==> src/rtl/keypad_pkg.sv <==
// keypad_pkg: scanner state type, one-cold column strobes and strobe lookup.
package keypad_pkg;

    typedef enum logic [1:0] {SCAN, DEBOUNCE, HELD, RELEASE} state_t;

    localparam logic [3:0] COL0 = 4'b1110;
    localparam logic [3:0] COL1 = 4'b1101;
    localparam logic [3:0] COL2 = 4'b1011;
    localparam logic [3:0] COL3 = 4'b0111;

    function automatic logic [3:0] col_strobe(input logic [1:0] idx);
        return idx == 2'd0 ? COL0 : idx == 2'd1 ? COL1 : idx == 2'd2 ? COL2 : COL3;
    endfunction

endpackage

==> src/rtl/sync_2ff.sv <==
// sync_2ff: two-flop synchronizer for asynchronous inputs; idles high after reset.
module sync_2ff #(
    parameter int WIDTH = 1
) (
    input  logic             clk,
    input  logic             reset,
    input  logic [WIDTH-1:0] d,
    output logic [WIDTH-1:0] q
);

    logic [WIDTH-1:0] meta;

    always_ff @(posedge clk or posedge reset) begin
        if (reset) begin
            meta <= '1;
            q    <= '1;
        end else begin
            meta <= d;
            q    <= meta;
        end
    end

endmodule

==> src/rtl/keypad_scanner.sv <==
// keypad_scanner: 4x4 matrix scanner with tick-based press/release debounce.
// key_code = row*4 + col of the last accepted key; key_valid pulses once per press.
module keypad_scanner
    import keypad_pkg::*;
#(
    parameter int SCAN_RATE      = 19,
    parameter int DEBOUNCE_SCANS = 4
) (
    input  logic       clk,
    input  logic       reset,
    input  logic [3:0] rows,
    output logic [3:0] cols,
    output logic [3:0] key_code,
    output logic       key_valid,
    output logic       key_down
);

    localparam logic [3:0] DS = 4'(DEBOUNCE_SCANS);

    logic [3:0]  rows_s;
    logic [24:0] scan_cnt;
    logic [24:0] scan_nxt;
    logic        tick;
    logic        single;
    logic        all_high;
    logic [1:0]  low_row;
    logic [1:0]  col_idx;
    logic [1:0]  nxt_col;
    logic [1:0]  row_idx;
    logic [3:0]  count;
    state_t      state;

    sync_2ff #(.WIDTH(4)) u_sync (
        .clk   (clk),
        .reset (reset),
        .d     (rows),
        .q     (rows_s)
    );

    // The tick fires on the clock where bit SCAN_RATE would set; clearing it restarts the period.
    assign scan_nxt = scan_cnt + 25'd1;
    assign tick     = scan_nxt[SCAN_RATE];

    always_ff @(posedge clk or posedge reset) begin
        if (reset) scan_cnt <= '0;
        else       scan_cnt <= tick ? scan_nxt & ~(25'd1 << SCAN_RATE) : scan_nxt;
    end

    // A single low row reads the same as a one-cold strobe pattern.
    assign single   = rows_s inside {COL0, COL1, COL2, COL3};
    assign all_high = rows_s == 4'hF;
    assign low_row  = rows_s == COL0 ? 2'd0 : rows_s == COL1 ? 2'd1 : rows_s == COL2 ? 2'd2 : 2'd3;
    assign nxt_col  = col_idx + 2'd1;

    always_ff @(posedge clk or posedge reset) begin
        if (reset) begin
            state     <= SCAN;
            cols      <= COL0;
            col_idx   <= 2'd0;
            row_idx   <= 2'd0;
            count     <= 4'd0;
            key_code  <= 4'd0;
            key_valid <= 1'b0;
            key_down  <= 1'b0;
        end else begin
            key_valid <= 1'b0;
            unique case (state)
                SCAN: if (tick) begin
                    if (single) begin
                        row_idx <= low_row;
                        count   <= 4'd0;
                        state   <= DEBOUNCE;
                    end else begin
                        col_idx <= nxt_col;
                        cols    <= col_strobe(nxt_col);
                    end
                end
                DEBOUNCE: if (count == DS) begin
                    key_code  <= {row_idx, col_idx};
                    key_valid <= 1'b1;
                    key_down  <= 1'b1;
                    state     <= HELD;
                end else if (tick) begin
                    if (rows_s == col_strobe(row_idx)) begin
                        count <= count + 4'd1;
                    end else begin
                        col_idx <= nxt_col;
                        cols    <= col_strobe(nxt_col);
                        state   <= SCAN;
                    end
                end
                HELD: if (tick && all_high) begin
                    count <= 4'd0;
                    state <= RELEASE;
                end
                RELEASE: if (count == DS) begin
                    key_down <= 1'b0;
                    col_idx  <= nxt_col;
                    cols     <= col_strobe(nxt_col);
                    state    <= SCAN;
                end else if (tick) begin
                    if (all_high) count <= count + 4'd1;
                    else          state <= HELD;
                end
            endcase
        end
    end

endmodule

==> config.mk <==
export PLATFORM = sky130hd
export DESIGN_NAME = keypad_scanner
export DESIGN_NICKNAME = d
export VERILOG_FILES = /design/src/rtl/keypad_pkg.sv /design/src/rtl/sync_2ff.sv /design/src/rtl/keypad_scanner.sv
export SDC_FILE = /design/constraint.sdc
export NUM_CORES = 1
export LEC_CHECK = 0
export BUFFER_PORTS_ARGS = -buffer_cell sky130_fd_sc_hd__buf_4
export CORE_ASPECT_RATIO = 1.25
export CORE_UTILIZATION = 53
export CTS_BUF_LIST = sky130_fd_sc_hd__clkbuf_16
export DETAILED_ROUTE_END_ITERATION = 6
export HOLD_SLACK_MARGIN = 0.12
export PLACE_DENSITY = 0.7
export SETUP_SLACK_MARGIN = 0.15
export SYNTH_ARGS = -nofsm -noshare
export SYNTH_HDL_FRONTEND = slang
export SYNTH_SLANG_ARGS = --single-unit
==> constraint.sdc <==
create_clock -name clk -period 1.9 [get_ports clk]
set_input_delay 0.285 -clock clk [delete_from_list [all_inputs] [get_ports clk]]
set_output_delay 0.285 -clock clk [all_outputs]
set_load 0.03 [all_outputs]
* Word level (Yosys, flattened, before mapping) *
Index checks and enable logic that the tools add are counted.

operators by class
  add/sub/neg operators = 3
  reductions and logical operators = 13
  mux-type cells = 48
  eq/ne operators = 31

operator list
  kind                                                  count
  2-to-1 mux 4 bit                                      21
  2-to-1 mux 2 bit                                      17
  != test 2 bit (second input constant)                 13
  adder 25 x 1 -> 25 bit (second input constant)        1
  equality test 4 bit (second input constant)           4
  one-hot mux 4 bit (4 select lines)                    1
  AND reduction 7 bit                                   2
  != test 3 bit (second input constant)                 4
  one-hot mux 4 bit (3 select lines)                    1
  AND reduction 9 bit                                   1
  equality test 2 bit (second input constant)           4
  equality test 4 x 3 -> 1 bit (second input constant)  2
  one-hot mux 2 bit (4 select lines)                    1
  equality test 2 x 1 -> 1 bit (second input constant)  3
  logical NOT 2 bit                                     3
  one-hot mux 2 bit (3 select lines)                    1
  AND reduction 3 bit                                   2
  2-to-1 mux 1 bit                                      5
  adder 4 x 1 -> 4 bit (second input constant)          1
  equality test 4 bit                                   1
  nonzero test 4 bit                                    1
  nonzero test 3 bit                                    1
  adder 2 x 1 -> 2 bit (second input constant)          1
  one-hot mux 1 bit (2 select lines)                    1
  other kinds (3)                                       3

word-level totals
  flip-flop bits (word level) = 52
  input bits = 6
  logic and storage cells = 106
  output and inout bits = 10

* Logic depth before layout (Yosys ltp) *
  depth after elaboration = 9
  mapped depth = 7
  gate-level depth less buffers = 7

* By module *
From an unflattened synthesis, not the netlist that was laid out.

unflattened totals
  cell total of the unflattened synthesis = 190
  area total of the unflattened synthesis = 2229.6 µm²

modules (own cells, without submodules)
  module          times used  cells an instance  area an instance (µm²)  sequential area each (µm²)
  keypad_scanner  1           181                2015.7                  979.7
  sync_2ff        1           9                  214.0                   210.2

* Worst setup path after synthesis *
Ideal clock, no wire load.

  path kind = register to register
  from = register u_sync.q[3]
  to = register col_idx[1]
  clock period less this slack = 2.072 ns
  required time = 1.775 ns
  data arrival time = 1.947 ns
  path slack = -0.172 ns
  stages on the path, launching flop included = 7
  setup time = 0.125 ns
  buffers on the path = 1
  cells stage by stage = dfstp_2 -> buf_4 -> and3b_1 -> o211ai_1 -> a311oi_4 -> nor3_4 -> mux2_4

between the ends
  word-level cells in the longest chain between the ends = 4
  elaborated cells between the ends (all ways) = 9
  those cells by class = eq/ne: 7; reduce/logical: 2

RTL lines
  element                                                                     RTL line              source
  start: declaration                                                          sync_2ff.sv:8         output logic [WIDTH-1:0] q
  start signal: assignment                                                    sync_2ff.sv:19        q <= meta;
  equality test 4 bit / equality test 4 x 3 -> 1 bit (equally long branches)  keypad_scanner.sv:50  assign single = rows_s inside {COL0, COL1, COL2, COL3};
  nonzero test 4 bit                                                          keypad_scanner.sv:50
  != test 2 bit (no line)                                                     -
  AND reduction 7 bit (no line) (*)                                           -
  end signal: assignment                                                      keypad_scanner.sv:74  col_idx <= nxt_col;
  end signal: assignment                                                      keypad_scanner.sv:87  col_idx <= nxt_col;
  end signal: assignment                                                      keypad_scanner.sv:98  col_idx <= nxt_col;
  end: declaration                                                            keypad_scanner.sv:27  logic [1:0] col_idx;

Every way passes the cells marked *; elsewhere a longest branch is shown, timed or not.
A chain may end at the register's enable or synchronous reset.

* Worst setup path after layout *
  from = register u_sync.q[1]
  to = register count[1]

between the ends
  word-level cells in the longest chain between the ends = 4
  elaborated cells between the ends (all ways) = 13
  those cells by class = eq/ne: 10; reduce/logical: 3

RTL lines
  element                                                         RTL line                                    source
  equality test 4 bit, or another cell as far along               keypad_scanner.sv:50
  nonzero test 4 bit / logical AND 1 bit (equally long branches)  keypad_scanner.sv:50, keypad_scanner.sv:92
  != test 2 bit (no line)                                         -
  AND reduction 9 bit (no line) (*)                               -
  end signal: assignment                                          keypad_scanner.sv:85                        count <= count + 4'd1;
  end signal: assignment                                          keypad_scanner.sv:102                       if (all_high) count <= count + 4'd1;
  end: declaration                                                keypad_scanner.sv:30                        logic [3:0] count;

Marked as above.

==> run summary <==
status -> finished, violations left
failing checks -> negative setup slack
wire per inst -> 15.2 um
WL met2 -> 2540 um
core area -> 4130 sq um
# setup viols final -> 10
remaining global-route overflow -> 0
filler instances -> 268
total die area -> 4600 sq um
WL final -> 4690 um
clk slew on worst S/H paths -> 60 ps
root buf cell -> clkbuf_16
first-pass GRT wire length -> 7600 um
kind of critical path -> reg2reg
Power Density -> 714 nW/um^2
Post-synth EDFFs -> 0
final total power -> 2.21 mW
Worst-Margin Slew -> 586 ps
multi-input logic area -> 1140 sq um
crit path max fanout -> 3
layout cell share with drive strength beyond 1 -> 0.399
Synth Register Bits -> 47
PortBufs -> 15
top-level port count -> 16
highest routed layer -> met4
Layout Area Growth over Synthesis -> 34.4%
maximum clock frequency -> 0.497 GHz
LEAKAGE -> 1.42 nW
number of DRC markers in iteration 0 -> 90
HP Class -> in2async
post-DR vias/cell -> 5.39
vias in the first global route -> 1651
drt pass-1 iters -> 4
WP data arrival -> 2200 ps
maximum vdd drop -> 564 uV
CTS Sinks -> 47
Hold Vio Cnt, Final -> 0
RSZ-0062 raised after global routing -> yes
crit-path cells -> or4b_1 > o22a_2 > and4_4 > nor4b_4 > mux2i_1
Crit-path slowest cell -> dfstp_2
largest net degree at the start of global routing -> 48
startpoint types -> register
via count -> 1665
die height -> 75.6 um
synth warn -> 0
Max Cap Viol -> 0
Syn Nets -> 207
Placer Congestion -> 0.824
DRC -> 0
antenna violations before repair -> 0
diode count -> 0
row cnt -> 26
Global Route Usage Sum -> 0.225
synth unique cells -> 52
dpl hpwl -> 3140 um
Worst-Skew Late Latency -> 280 ps
total CTS buffers -> 5
register area -> 1190 sq um
Starting Density -> 0.556
Met1 Wirelength -> 2000 um
worst-case clock buffer depth -> 2
part of the cycle the worst path needs -> 1.06
critical path required time -> 2090 ps
max incr delay on CP -> 530 ps
CP Capture Type -> register
number of H-tree levels -> 2
cell area after synthesis -> 2300 sq um
Die X -> 60.9 um
Slew Limit Fails -> 0
Final #Nets -> 265
final clock skew -> 6.35 ps
fin crit period -> 2010 ps
Post-Syn Area per Cell -> 11.8 sq um
CTS tree -> done
slew margin rel. -> 0.610
sequential area share after synthesis -> 0.518
top_reg_cell synth -> dfrtp_1
WL met3 -> 108 um
pre-CTS setup slack -> -82.0 ps
Detail Route Antenna Nets -> 0
Final Worst Setup Slack -> -112 ps
Syn Inst Count -> 194
ys async rst share -> 1.00
[worst max-delay path, delay by kind of cell, from the launching register on]
kind | cells | cell delay (ps)
AOI/OAI and AO/OA | 1 | 240
muxes | 1 | 260
and+or+nand+nor | 3 | 900
DFF | 1 | 530
[routing by layer]
metal / track usage / vias to the layer above
li1: - / 805
met1: 0.291 / 831
met2: 0.387 / 25
met3: 0.0374 / 4
met4: 0.0657 / 0
met5: 0 / -
[state kept, by name (all words and copies together), names as in the netlist]
| name | count |
|---|---|
| col_idx | 2 |
| cols | 4 |
| count | 4 |
| key_code | 4 |
| key_down | 1 |
| key_valid | 1 |
| row_idx | 2 |
| scan_cnt | 19 |
| state | 2 |
| u_sync.meta | 4 |
| u_sync.q | 4 |
[power by group]
part / total (mW) / switching, mW / leakage, nW / internal [mW]
Sequential: 1.02 / 0.00752 / 0.603 / 1.02
Clock: 1.09 / 0.346 / 0.0952 / 0.748
Combinational: 0.0876 / 0.0470 / 0.717 / 0.0406
Total: 2.21 / 0.400 / 1.42 / 1.81
[cell families (layout without fill, tap and decap cells)]
kind of cell | Yosys count | in the layout | share of synthesized area
compound gates | 21 | 21 | 0.0773
buf+inv | 17 | 76 | 0.0305
fa+ha+maj | 7 | 7 | 0.0381
simple gates | 70 | 70 | 0.203
xor+xnor | 19 | 19 | 0.0724
mux | 13 | 13 | 0.0610
flops | 47 | 47 | 0.518
[layout by cell type, fill, tap and decap left out, types with 4 or more instances in the layout]
| cell type | synthesis | final |
|---|---|---|
| mux2_4 | 1 | 4 |
| mux2i_1 | 8 | 8 |
| buf_4 | 1 | 43 |
| clkbuf_16 | 0 | 5 |
| buf_6 | 0 | 8 |
| nand3_1 | 8 | 8 |
| dfrtp_1 | 36 | 35 |
| inv_1 | 12 | 10 |
| nand2_1 | 11 | 9 |
| nand4_1 | 8 | 8 |
| dfstp_2 | 11 | 11 |
| xor2_1 | 8 | 8 |
| dlygate4sd3_1 | 0 | 4 |
| xnor2_1 | 11 | 10 |
| ha_1 | 7 | 6 |
| nor2_1 | 10 | 9 |
[per-stage QoR]
step	hold WS, ps	TNS, ps	cells	area [sq um]	utilization
after detailed placement	349	-392	287	2670	0.646
after global placement	346	-35.6	287	2670	0.646
after floorplan	289	-93.3	194	2320	-
after CTS	178	-527	305	3000	0.726
after global routing	205	-1510	309	3090	0.747
final	152	-551	309	3090	0.747
[path summary, 6_finish.rpt]
path / startpoint / endpoint / slack [ps] / cells after the start
min in group clk: u_sync.meta[1] / u_sync.q[1] / 360 / 0
max in group asynchronous: reset / scan_cnt[4] / 1330 / 3
hold reg to reg: u_sync.meta[1] / u_sync.q[1] / 360 / 0
hold / removal: reset / key_code[0] / 150 / 3
setup reg to reg: u_sync.q[1] / count[1] / -110 / 5
setup / recovery: u_sync.q[1] / count[1] / -110 / 5
[synthesized netlist by cell type, drive strengths merged (2+ instances only)]
library cell  count  area [sq um]
and2              4          26.3
and3              2          12.5
and4              3          28.8
buf               3          17.5
dfrtp            36           901
dfstp            11           289
ha                7          87.6
inv              13          48.8
mux2              5          60.1
mux2i             8          80.1
nand2            12          52.6
nand2b            2          12.5
nand3             9          50.1
nand3b            2          15.0
nand4             9          62.6
nand4b            2          17.5
nor2             10          37.5
nor3              2          32.5
nor3b             3          22.5
nor4              3          18.8
nor4b             2          38.8
o2111ai           2          17.5
o211ai            2          15.0
o21ai             4          20.0
o31ai             2          15.0
o41ai             2          17.5
or2               3          18.8
xnor2            11          96.3
xor2              8          70.1
[final cells by class]
cell class	count	area share
Sequential cell	47	0.386
Multi-Input combinational cell	130	0.368
Timing Repair Buffer	55	0.147
Clock buffer	5	0.0405
Tap cell	56	0.0227
Clock inverter	3	0.0207
Inverter	13	0.0158
[repair_timing]
item                       in CTS  in global routing
hold buffers                    4                  0
setup endpoints to repair      16                 17
pin swaps                       1                  7
buffers inserted                6                  4
hold endpoints to repair        4                  0
resized for setup              15                 14
Power figures use the tool's default switching activity.
